==> config.mk <==
export PLATFORM = sky130hd
export DESIGN_NAME = msx_mouse_port
export DESIGN_NICKNAME = d
export VERILOG_FILES = /design/src/rtl/msx_mouse_port.sv
export SDC_FILE = /design/constraint.sdc
export NUM_CORES = 1
export LEC_CHECK = 0
export ABC_CLOCK_PERIOD_IN_PS = 3750
export CAP_MARGIN = 15
export CORE_AREA = 2 2 79 119
export CTS_BUF_LIST = sky130_fd_sc_hd__clkbuf_2 sky130_fd_sc_hd__clkbuf_4 sky130_fd_sc_hd__clkbuf_8
export CTS_CLUSTER_SIZE = 14
export DETAILED_ROUTE_END_ITERATION = 10
export DIE_AREA = 0 0 81 121
export GPL_TIMING_DRIVEN = 0
export PLACE_DENSITY = 0.66
export SLEW_MARGIN = 30
export SYNTH_ARGS = -nofsm -noshare
export SYNTH_HDL_FRONTEND = slang
export SYNTH_SLANG_ARGS = --single-unit
==> constraint.sdc <==
create_clock -name clk_sys -period 3.75 [get_ports clk_sys]
set_input_delay 0.5625 -clock clk_sys [delete_from_list [all_inputs] [get_ports clk_sys]]
set_output_delay 0.5625 -clock clk_sys [all_outputs]
set_load 0.02 [all_outputs]
==> src/rtl/msx_mouse_port.sv <==
// msx_mouse_port: shares MSX joystick port A between a PS/2 mouse and a
// digital joystick. Mouse motion is accumulated with saturation and served
// through the 4-phase nibble protocol clocked by the PPI strobe pin.
module msx_mouse_port #(
    parameter int unsigned TIMEOUT = 100000,
    parameter int unsigned TW      = 17
) (
    input  logic       clk_sys,
    input  logic       reset_n,
    input  logic       mouse_strobe,
    input  logic [8:0] mouse_dx,
    input  logic [8:0] mouse_dy,
    input  logic [1:0] mouse_btn,
    input  logic [5:0] joy_n,
    input  logic       msx_str,
    output logic [5:0] port_data,
    output logic       mouse_active
);

    localparam int unsigned ACC_W = 8;
    localparam int unsigned SUM_W = 10;
    localparam int unsigned NIB_W = 4;
    localparam int unsigned PD_W  = 6;

    localparam logic [1:0] PH0 = 2'd0;
    localparam logic [1:0] PH1 = 2'd1;
    localparam logic [1:0] PH2 = 2'd2;
    localparam logic [1:0] PH3 = 2'd3;

    localparam logic signed [SUM_W-1:0] SAT_MAX = 10'sd127;
    localparam logic signed [SUM_W-1:0] SAT_MIN = -10'sd128;
    localparam logic [PD_W-1:0]         JOY_IDLE = 6'h3F;

    logic [1:0]       state_q, state_d;
    logic [ACC_W-1:0] acc_x_q, acc_x_d;
    logic [ACC_W-1:0] acc_y_q, acc_y_d;
    logic [ACC_W-1:0] tx_x_q, tx_x_d;
    logic [ACC_W-1:0] tx_y_q, tx_y_d;
    logic [NIB_W-1:0] nib_q, nib_d;
    logic [1:0]       btn_q, btn_d;
    logic [TW-1:0]    tmo_q, tmo_d;
    logic             str_q, str_prev_q;
    logic             active_q, active_d;
    logic [PD_W-1:0]  port_data_q, port_data_d;

    logic             step_c;
    logic [ACC_W-1:0] base_x_c, base_y_c;

    // Signed accumulate in 10 bits, then clamp to the 8-bit signed range.
    function automatic logic [ACC_W-1:0] sat_add(input logic [ACC_W-1:0] acc,
                                                 input logic [8:0]       delta);
        logic signed [SUM_W-1:0] sum;
        sum = $signed({{2{acc[ACC_W-1]}}, acc}) + $signed({delta[8], delta});
        if (sum > SAT_MAX) begin
            return 8'h7F;
        end else if (sum < SAT_MIN) begin
            return 8'h80;
        end else begin
            return sum[ACC_W-1:0];
        end
    endfunction

    // Next-state logic: ownership, accumulators, nibble sequencer, timeout, pins.
    always_comb begin
        state_d     = state_q;
        acc_x_d     = acc_x_q;
        acc_y_d     = acc_y_q;
        tx_x_d      = tx_x_q;
        tx_y_d      = tx_y_q;
        nib_d       = nib_q;
        btn_d       = btn_q;
        tmo_d       = tmo_q;
        active_d    = active_q;
        port_data_d = port_data_q;

        // Strobe edge is taken from the registered copy so the pin is sampled once.
        step_c = (str_q != str_prev_q) && active_q;

        // A PH0 step hands the accumulated motion to the snapshot registers.
        base_x_c = (step_c && (state_q == PH0)) ? '0 : acc_x_q;
        base_y_c = (step_c && (state_q == PH0)) ? '0 : acc_y_q;
        acc_x_d  = mouse_strobe ? sat_add(base_x_c, mouse_dx) : base_x_c;
        acc_y_d  = mouse_strobe ? sat_add(base_y_c, mouse_dy) : base_y_c;

        if (mouse_strobe) begin
            btn_d    = mouse_btn;
            active_d = 1'b1;
        end else if (joy_n != JOY_IDLE) begin
            active_d = 1'b0;
        end

        if (!active_d) begin
            state_d = PH0;
            tmo_d   = '0;
            nib_d   = '0;
        end else if (step_c) begin
            tmo_d = TW'(TIMEOUT);
            case (state_q)
                PH0: begin
                    tx_x_d  = acc_x_q;
                    tx_y_d  = acc_y_q;
                    nib_d   = acc_x_q[7:4];
                    state_d = PH1;
                end
                PH1: begin
                    nib_d   = tx_x_q[3:0];
                    state_d = PH2;
                end
                PH2: begin
                    nib_d   = tx_y_q[7:4];
                    state_d = PH3;
                end
                default: begin
                    nib_d   = tx_y_q[3:0];
                    state_d = PH0;
                end
            endcase
        end else if (tmo_q != '0) begin
            tmo_d = tmo_q - TW'(1);
            if (tmo_q == TW'(1)) begin
                state_d = PH0;
            end
        end

        port_data_d = active_q ? {~btn_q[1], ~btn_q[0], nib_q} : joy_n;
    end

    // State and output registers.
    always_ff @(posedge clk_sys or negedge reset_n) begin
        if (!reset_n) begin
            state_q     <= PH0;
            acc_x_q     <= '0;
            acc_y_q     <= '0;
            tx_x_q      <= '0;
            tx_y_q      <= '0;
            nib_q       <= '0;
            btn_q       <= '0;
            tmo_q       <= '0;
            str_q       <= 1'b0;
            str_prev_q  <= 1'b0;
            active_q    <= 1'b0;
            port_data_q <= JOY_IDLE;
        end else begin
            state_q     <= state_d;
            acc_x_q     <= acc_x_d;
            acc_y_q     <= acc_y_d;
            tx_x_q      <= tx_x_d;
            tx_y_q      <= tx_y_d;
            nib_q       <= nib_d;
            btn_q       <= btn_d;
            tmo_q       <= tmo_d;
            str_q       <= msx_str;
            str_prev_q  <= str_q;
            active_q    <= active_d;
            port_data_q <= port_data_d;
        end
    end

    assign port_data    = port_data_q;
    assign mouse_active = active_q;

endmodule

Word level (Yosys, flattened, before mapping)
Index checks and enable logic that the tools add are counted.
{"block": "classes", "mux": 22, "add_sub_neg": 3, "n_lt_le_gt_ge": 4, "bitwise": 2, "eq_ne": 8, "reduce_logical": 6}
{"cell": "two-way mux 8 bit", "n": 8}
{"cell": "two-way mux 17 bit", "n": 3}
{"cell": "adder 8 x 9 -> 10 bit", "n": 2}
{"cell": "greater-than comparator 10 x 8 -> 1 bit (second input constant)", "n": 2}
{"cell": "less-than comparator 10 x 8 -> 1 bit (second input constant)", "n": 2}
{"cell": "== test 17 x 1 -> 1 bit (second input constant)", "n": 1}
{"cell": "nonzero test 17 bit", "n": 1}
{"cell": "subtractor 17 x 1 -> 17 bit (second input constant)", "n": 1}
{"cell": "case mux 4 bit (3 select lines)", "n": 1}
{"cell": "two-way mux 2 bit", "n": 4}
{"cell": "two-way mux 4 bit", "n": 2}
{"cell": "two-way mux 6 bit", "n": 1}
{"cell": "!= test 3 x 1 -> 1 bit (second input constant)", "n": 2}
{"cell": "!= test 6 bit (second input constant)", "n": 1}
{"cell": "case mux 2 bit (3 select lines)", "n": 1}
{"cell": "AND reduction 3 bit", "n": 1}
{"cell": "== test 2 x 1 -> 1 bit (second input constant)", "n": 1}
{"cell": "== test 2 bit (second input constant)", "n": 1}
{"cell": "logical AND 1 bit", "n": 2}
{"cell": "logical NOT 2 bit", "n": 1}
{"cell": "two-way mux 1 bit", "n": 2}
{"cell": "!= test 2 x 1 -> 1 bit (second input constant)", "n": 1}
{"cell": "inverter 1 bit", "n": 2}
{"cell": "AND reduction 2 bit", "n": 1}
{"cell": "!= test 1 bit", "n": 1}
{"block": "word_totals", "in_bits": 30, "regBits": 62, "elab_cells": 57}

Depth between registers and ports, before layout
Gate-level depths: netlist of run 1.
{"block": "logic_depth", "depth_word": 9, "ltp_mapped": 15, "mapped_depth_nobuf": 14}

Least setup slack after synthesis of run 1
Ideal clock, no wire load.
{"block": "synth_timing", "kind": "register to register", "from": "reg active_q (netlist: mouse_active)", "to": "reg acc_x_q[0]", "synth_period_minus_slack_ns": 3.352, "path_buffers": 2, "arrival_ns": 3.220, "path_slack_ns": 0.398, "setup_ns": 0.132, "path_stages_with_launch": 15, "path_cell_list": "dfrtp_1 buf_2 nand2_1 inv_1 nand2_1 clkbuf_1 and2_1 ha_1 a211o_1 a211o_1 a311oi_1 a21oi_1 mux2_2 a22oi_1 o21ai_0"}
{"block": "synth_between", "elab_chain_cells": 8, "word_cells_on_any_way": 9, "classes_between": "add/sub: 1; order compare: 2; mux: 4; reduce/logical: 2"}
{"element": "start: declaration", "line_no": "43", "rtl": "logic active_q, active_d;"}
{"element": "start signal: assignment", "line_no": "154", "rtl": "active_q <= active_d;"}
{"element": "logical AND 1 bit *", "line_no": "77", "rtl": "step_c = (str_q != str_prev_q) && active_q;"}
{"element": "logical AND 1 bit *", "line_no": "80", "rtl": "base_x_c = (step_c && (state_q == PH0)) ? '0 : acc_x_q;"}
{"element": "two-way mux 8 bit *", "line_no": "80"}
{"element": "adder 8 x 9 -> 10 bit", "line_no": "53", "rtl": "sum = $signed({{2{acc[ACC_W-1]}}, acc}) + $signed({delta[8], delta});"}
{"element": "less-than comparator 10 x 8 -> 1 bit", "line_no": "56", "rtl": "end else if (sum < SAT_MIN) begin"}
{"element": "two-way mux 8 bit", "line_no": "56"}
{"element": "two-way mux 8 bit", "line_no": "54", "rtl": "if (sum > SAT_MAX) begin"}
{"element": "two-way mux 8 bit *", "line_no": "82", "rtl": "acc_x_d = mouse_strobe ? sat_add(base_x_c, mouse_dx) : base_x_c;"}
{"element": "net acc_x_d[0]", "line_no": "35", "rtl": "logic [ACC_W-1:0] acc_x_q, acc_x_d;"}
{"element": "end signal: assignment", "line_no": "132", "rtl": "acc_x_q <= '0;"}
{"element": "end signal: assignment", "line_no": "145", "rtl": "acc_x_q <= acc_x_d;"}
{"element": "end: declaration", "line_no": "35"}
Mark *: on every way through the listed nets, which the timed path passes. The rest lies on a longest branch.
A chain may end at the register's enable or synchronous reset.

Worst setup path after layout of run 1
{"block": "layout_timing", "from": "reg str_prev_q", "to": "reg acc_x_q[2]"}
{"block": "layout_between", "elab_chain_cells": 9, "word_cells_on_any_way": 10, "classes_between": "add/sub: 1; order compare: 2; eq/ne: 1; mux: 4; reduce/logical: 2"}
{"element": "start: declaration", "line_no": "42", "rtl": "logic str_q, str_prev_q;"}
{"element": "start signal: assignment", "line_no": "153", "rtl": "str_prev_q <= str_q;"}
{"element": "!= test 1 bit *", "line_no": "77"}
{"element": "logical AND 1 bit *", "line_no": "77"}
{"element": "logical AND 1 bit *", "line_no": "80"}
{"element": "two-way mux 8 bit *", "line_no": "80"}
{"element": "adder 8 x 9 -> 10 bit", "line_no": "53"}
{"element": "less-than comparator 10 x 8 -> 1 bit", "line_no": "56"}
{"element": "two-way mux 8 bit", "line_no": "56"}
{"element": "two-way mux 8 bit", "line_no": "54"}
{"element": "two-way mux 8 bit *", "line_no": "82"}
{"element": "net acc_x_d[2]", "line_no": "35"}
Marks and branches as above.

==> results.cfg, run 1 <==
[grt]
grt_pass1_wl_mm = 14.1
gr-total-overflow = 0
grtUsageTotal_pct = 18.6
antenna_found_initial = 0
grt_max_degree = 36
first_global_vias = 3014

[clock_tree]
post_cts_buffers = 0
cts_tree = done
clockRootBuffer = clkbuf_8
cts_num_sinks = 62
clockBufferDepth = 2
h-tree-depth = 3
cts_made_buffers = 9
clkTransAtPathRegs_ps = 70
clock_latency_ps = 350

[sta]
post-route-period-util_pct = 90.8
drv_slew = 0
slew_headroom_pct = 49.7
worst_pin_slew_ps = 755
finClkSkew_ps = 9.44
max_freq_ghz = 0.294
setup_viol = 0
tns_ps = 0
rsz0062_at_grt = no
report.final.hold_viol_count = 0
min_period_ps = 3410

[final_layout]
register_area_sq_um = 1560
syn2layout_area_growth_pct = 22.0
fillers = 844
multiInputGateArea_sq_um = 2190
fin_util_pct = 52.6
diodes = 0
finalNetCount = 493
final_layout_size_suffix_gt1_share_pct = 14.9

[synthesis]
yosys.cell_types.count = 51
yosys_warnings = 0
yosysTopAreaCellShare_pct = 37.3
async_flop_share_pct = 100
synth_top_cells_by_count = 56 x dfrtp_1, 45 x nor2_1, 41 x a21oi_1
synth.cell_area_sq_um = 3760
ys_top_cells_by_area = dfrtp_1 37%, ha_1 8.0%, mux2_2 6.0%
ys_seq_area_share_pct = 41.5
synth_cells = 389
avgSynthCellArea_sq_um = 9.67
ys_ff_latch = 62
yosysMostFrequentCell = dfrtp_1
syn_nets = 445
ys.flop_type = dfrtp_1
synth_edf_count = 0
yosysTopAreaCell = dfrtp_1

[critical_path]
arrival_ps = 3670
cp_max_fo = 10
crit_path_start_kind = register
r2r_cells = 14
critPathCaptureType = register
critPathSlowestCell = dfrtp_1
critPathMaxStageDelay_ps = 370
cp_cell_sequence = xor2_1 -> nand2_2 -> inv_2 -> nand2_2 -> buf_2 -> and2_1 -> ha_1 -> a211o_1 -> a211o_1 -> and4b_1 -> a211oi_1 -> mux2_4 -> nor2_1 -> o21ai_0
reg2reg_slack_ps = 340
path_class = reg -> reg
crit_required_ps = 4010

[drt]
ant_nets = 0
dr.pass1.iters = 6
drt-total-wl_mm = 8.19
via_count = 3035
first_iter_violations = 110
wl_per_cell_microns = 14.8
viasPerCell = 5.50
drc_errors = 0

[placement]
place_congestion = 0.805
numPortBuffers = 36
hpwl_mm = 6.21

[power_and_ir_drop]
ir_drop_mv = 0.293
leakage_uw = 0.00201
cellPowerDensity_nw_per_um2 = 758

[min_path]
hold_path.class = in -> async

[die]
die_h_microns = 121
fp.dieW_microns = 81
core_sq_um = 8720
row_count = 42
die-area_sq_um = 9800
io_pins = 37
start_util_pct = 43.1

[flow_run]
timing.max_cap.violations = 0

[run_status]
status = completed
-- logic make-up after synthesis --
group,share of synthesized area (%)
AOI/OAI and AO/OA,18.2
xor gates and xnor gates,5.59
adders and majority gates,9.05
buffers and inverters,2.26
DFF,41.5
muxes,6.79
and+or+nand+nor,16.6
-- worst max-delay path: cells and delay by family, from the launching register on --
kind,cells,cell delay (ps)
xor gates and xnor gates,1,200
adders and majority gates,1,350
AOI/OAI and AO/OA,4,1090
and+or+nand+nor,5,720
muxes,1,260
DFF,1,370
buffers and inverters,2,340
-- cell usage in the layout (no fill, tap or decap), types with 6 or more instances in the layout --
| cell type | netlist | layout |
|---|---|---|
| nor2_1 | 45 | 45 |
| o21ai_0 | 15 | 14 |
| a22oi_1 | 6 | 6 |
| ha_1 | 24 | 23 |
| nand2_1 | 28 | 26 |
| dfrtp_1 | 56 | 56 |
| inv_1 | 11 | 10 |
| xnor2_1 | 13 | 12 |
| clkdlybuf4s50_1 | 0 | 35 |
| nor3_1 | 7 | 7 |
| a21o_1 | 6 | 6 |
| mux2_2 | 20 | 19 |
| o211ai_1 | 6 | 6 |
| clkbuf_1 | 9 | 8 |
| and2_1 | 16 | 16 |
| a21oi_1 | 41 | 39 |
| xor2_1 | 11 | 11 |
| clkbuf_8 | 0 | 12 |
| dfstp_2 | 6 | 6 |
-- per-stage QoR --
| stage | setup WS (ps) | hold WS (ps) | cells | power, uW | cell area [sq um] |
|---|---|---|---|---|---|
| floorplan | 398 | 267 | 389 | 2330 | 3760 |
| global placement | -275 | 384 | 535 | 2670 | 4260 |
| detailed placement | -321 | 401 | 536 | 2710 | 4280 |
| CTS | 60.0 | 123 | 552 | 3450 | 4540 |
| global route | 22.1 | 149 | 552 | 3790 | 4590 |
| finish | 344 | 127 | 552 | 3480 | 4590 |
-- power breakdown --
part / leakage (uW) / internal, uW / total (uW) / switching (uW)
sequential: 0.000772 / 904 / 1090 / 190
combinational: 0.00112 / 799 / 1700 / 896
clock: 0.000123 / 435 / 688 / 253
-- registers in the layout, summed over array words and instances, names as in the netlist --
register,flops
acc_x_q,8
state_q,2
btn_q,2
tx_y_q,8
tx_x_q,4
tmo_q,17
str_q,1
port_data,6
str_prev_q,1
nib_q,4
acc_y_q,8
mouse_active,1
-- worst paths after layout --
| path | from | end |
|---|---|---|
| setup / recovery | str_prev_q | acc_x_q[2] |
| hold / removal | reset_n | tmo_q[12] |
| setup reg to reg | str_prev_q | acc_x_q[2] |
| hold reg to reg | str_q | str_prev_q |
| max in group asynchronous | reset_n | port_data[1] |
| min in group clk_sys | str_q | str_prev_q |
-- what timing repair did --
action,in CTS,in global routing
setup endpoints to repair,13,14
gates resized for setup,7,13
hold buffers,0,0
pin swaps,0,2
-- per-layer routing --
metal | part of all wire [%] | vias to the layer above | GRT usage (%)
li1 | - | 1510 | -
met1 | 42 | 1465 | 22.8
met2 | 53 | 51 | 31.6
met3 | 2.9 | 9 | 3.35
met4 | 2.0 | 0 | 7.73
met5 | 0 | - | 0
-- area by class of cell --
cell class,count,area share [%]
clock inverter,3,1.42
clock buffer,13,3.76
sequential,62,34.0
multi-input combinational,305,47.7
timing repair buffer,37,8.24
buffer,11,0.982
tap,110,3.00
inverter,11,0.900
(Power assumes the default switching activity.)
==> run 2: changes to the inputs <==
--- a/config.mk
+++ b/config.mk
@@ -7,13 +7,16 @@
 export LEC_CHECK = 0
 export ABC_CLOCK_PERIOD_IN_PS = 3750
 export CAP_MARGIN = 15
-export CORE_AREA = 2 2 79 119
+export CELL_PAD_IN_SITES_DETAIL_PLACEMENT = 2
+export CELL_PAD_IN_SITES_GLOBAL_PLACEMENT = 2
+export CORE_AREA = 2 2 85 127
 export CTS_BUF_LIST = sky130_fd_sc_hd__clkbuf_2 sky130_fd_sc_hd__clkbuf_4 sky130_fd_sc_hd__clkbuf_8
 export CTS_CLUSTER_SIZE = 14
 export DETAILED_ROUTE_END_ITERATION = 10
-export DIE_AREA = 0 0 81 121
+export DIE_AREA = 0 0 87 129
 export GPL_TIMING_DRIVEN = 0
-export PLACE_DENSITY = 0.66
+export PLACE_DENSITY = 0.84
+export SETUP_SLACK_MARGIN = 0.3
 export SLEW_MARGIN = 30
 export SYNTH_ARGS = -nofsm -noshare
 export SYNTH_HDL_FRONTEND = slang
==> run 2 against run 1 <==
Compared with the run above:
- critical path depth rose by 1
- maximum frequency about the same
- clock-buffer cell count unchanged
- register-to-register slack about the same
- final area up 4.2%
- clock power grew 2%
==> results.cfg, run 2 (synthesized netlist as in run 1, its figures left out) <==
[die]
start_util_pct = 37.3
fp.dieW_microns = 87
die-area_sq_um = 11200
io_pins = 37
die_h_microns = 129
core_sq_um = 10100
row_count = 45

[final_layout]
final_cell_mix = 56 x dfrtp_1, 43 x nor2_1, 37 x a21oi_1
mostFrequentLayoutCell = dfrtp_1
diodes = 0
largest_reg_flops = 17
fin_util_pct = 47.4
final_cell_area_sq_um = 4780
register_area_sq_um = 1560
multiInputGateArea_sq_um = 2280
fillers = 1059
top_register = tmo_q
final_layout_size_suffix_gt1_share_pct = 20.8
syn2layout_area_growth_pct = 27.1
finalNetCount = 503

[clock_tree]
clockRootBuffer = clkbuf_8
cts_tree = done
clockBufferDepth = 2
h-tree-depth = 3
ctsHoldBuffers = 0
clock_latency_ps = 360
cts_num_sinks = 62
clkTransAtPathRegs_ps = 70
cts_made_buffers = 9

[drt]
drt-total-wl_mm = 11.6
wl_per_cell_microns = 20.3
via_count = 3211
viasPerCell = 5.64
ant_nets = 0
dr.pass1.iters = 5
drc_errors = 0
first_iter_violations = 139

[power_and_ir_drop]
cellPowerDensity_nw_per_um2 = 803
leakage_uw = 0.00208
p_total_uw = 3840
ir_drop_mv = 0.271

[min_path]
hold_path.class = in -> async

[critical_path]
path_class = reg -> reg
cp_max_fo = 10
crit_path_start_kind = register
crit_required_ps = 4000
critPathCaptureType = register
arrival_ps = 3660

[run_status]
status = completed

[placement]
hpwl_mm = 8.35
place_congestion = 0.802
numPortBuffers = 36
postPlaceCellArea_sq_um = 4290
dp_slack_ps = -703

[grt]
grt_max_degree = 39
grt_pass1_wl_mm = 18.8
gr-total-overflow = 0
grtUsageTotal_pct = 21.7
first_global_vias = 3694
antenna_found_initial = 0

[sta]
report.final.hold_viol_count = 0
drv_slew = 0
setup_viol = 0
worst_pin_slew_ps = 795
min_period_ps = 3410
slew_headroom_pct = 47.0
finClkSkew_ps = 11.7
max_freq_ghz = 0.293
rsz0062_at_grt = no
post-route-period-util_pct = 90.9
setup_slack_ps = 343
tns_ps = 0

[flow_run]
timing.max_cap.violations = 0
## run 2: timing repair
item,in CTS,in global routing
pin swaps,3,9
setup endpoints to repair,15,13
setup buffers,3,7
resized for setup,28,25
## run 2: area by class of cell
cell class	instances	area share (%)
Buffer	11	1.18
Sequential cell	62	32.6
Timing Repair Buffer	47	9.55
Multi-Input combinational cell	305	47.7
Tap cell	117	3.06
Inverter	11	0.916
Clock buffer	13	3.61
Clock inverter	3	1.36
## run 2: worst paths after layout
path | endpoint | depth (start not counted) | slack [ps] | startpoint
max | acc_x_q[0] | 15 | 340 | str_q
min | tmo_q[12] | 1 | 100 | reset_n
max reg2reg | acc_x_q[0] | 15 | 340 | str_q
min reg2reg | str_prev_q | 0 | 400 | str_q
max in group asynchronous | port_data[5] | 2 | 3060 | reset_n
min in group clk_sys | str_prev_q | 0 | 400 | str_q
## run 2: power by group
| part | total, uW | internal [uW] | switching, uW |
|---|---|---|---|
| Sequential | 1120 | 904 | 216 |
| Clock | 705 | 435 | 270 |
| Combinational | 2010 | 912 | 1100 |
| Total | 3840 | 2250 | 1590 |
## run 2: through the flow
stage | cells | hold slack, ps
after floorplan | 389 | 267
after global placement | 542 | 383
after detailed placement | 543 | 385
after CTS | 562 | 106
after global routing | 569 | 116
final | 569 | 102
## run 2: worst max-delay path: stages (launching register included)
cell,delay (ps)
dfrtp_1,390
xor2_1,180
nand2_2,120
inv_4,90
nand2_4,90
clkbuf_8,180
and2_1,170
ha_2,200
a211o_1,310
buf_4,160
a2111oi_1,560
a211oi_2,120
o21a_1,240
nor2_2,190
a21oi_4,80
o21ai_0,230
## run 2: routing by layer
metal  wire, microns  track usage [%]  up-vias
met5               0                0        -
met3             241             3.40       14
met2            6620             41.1       45
li1                -                -     1519
met4             204             8.00        0
met1            4510             23.6     1633
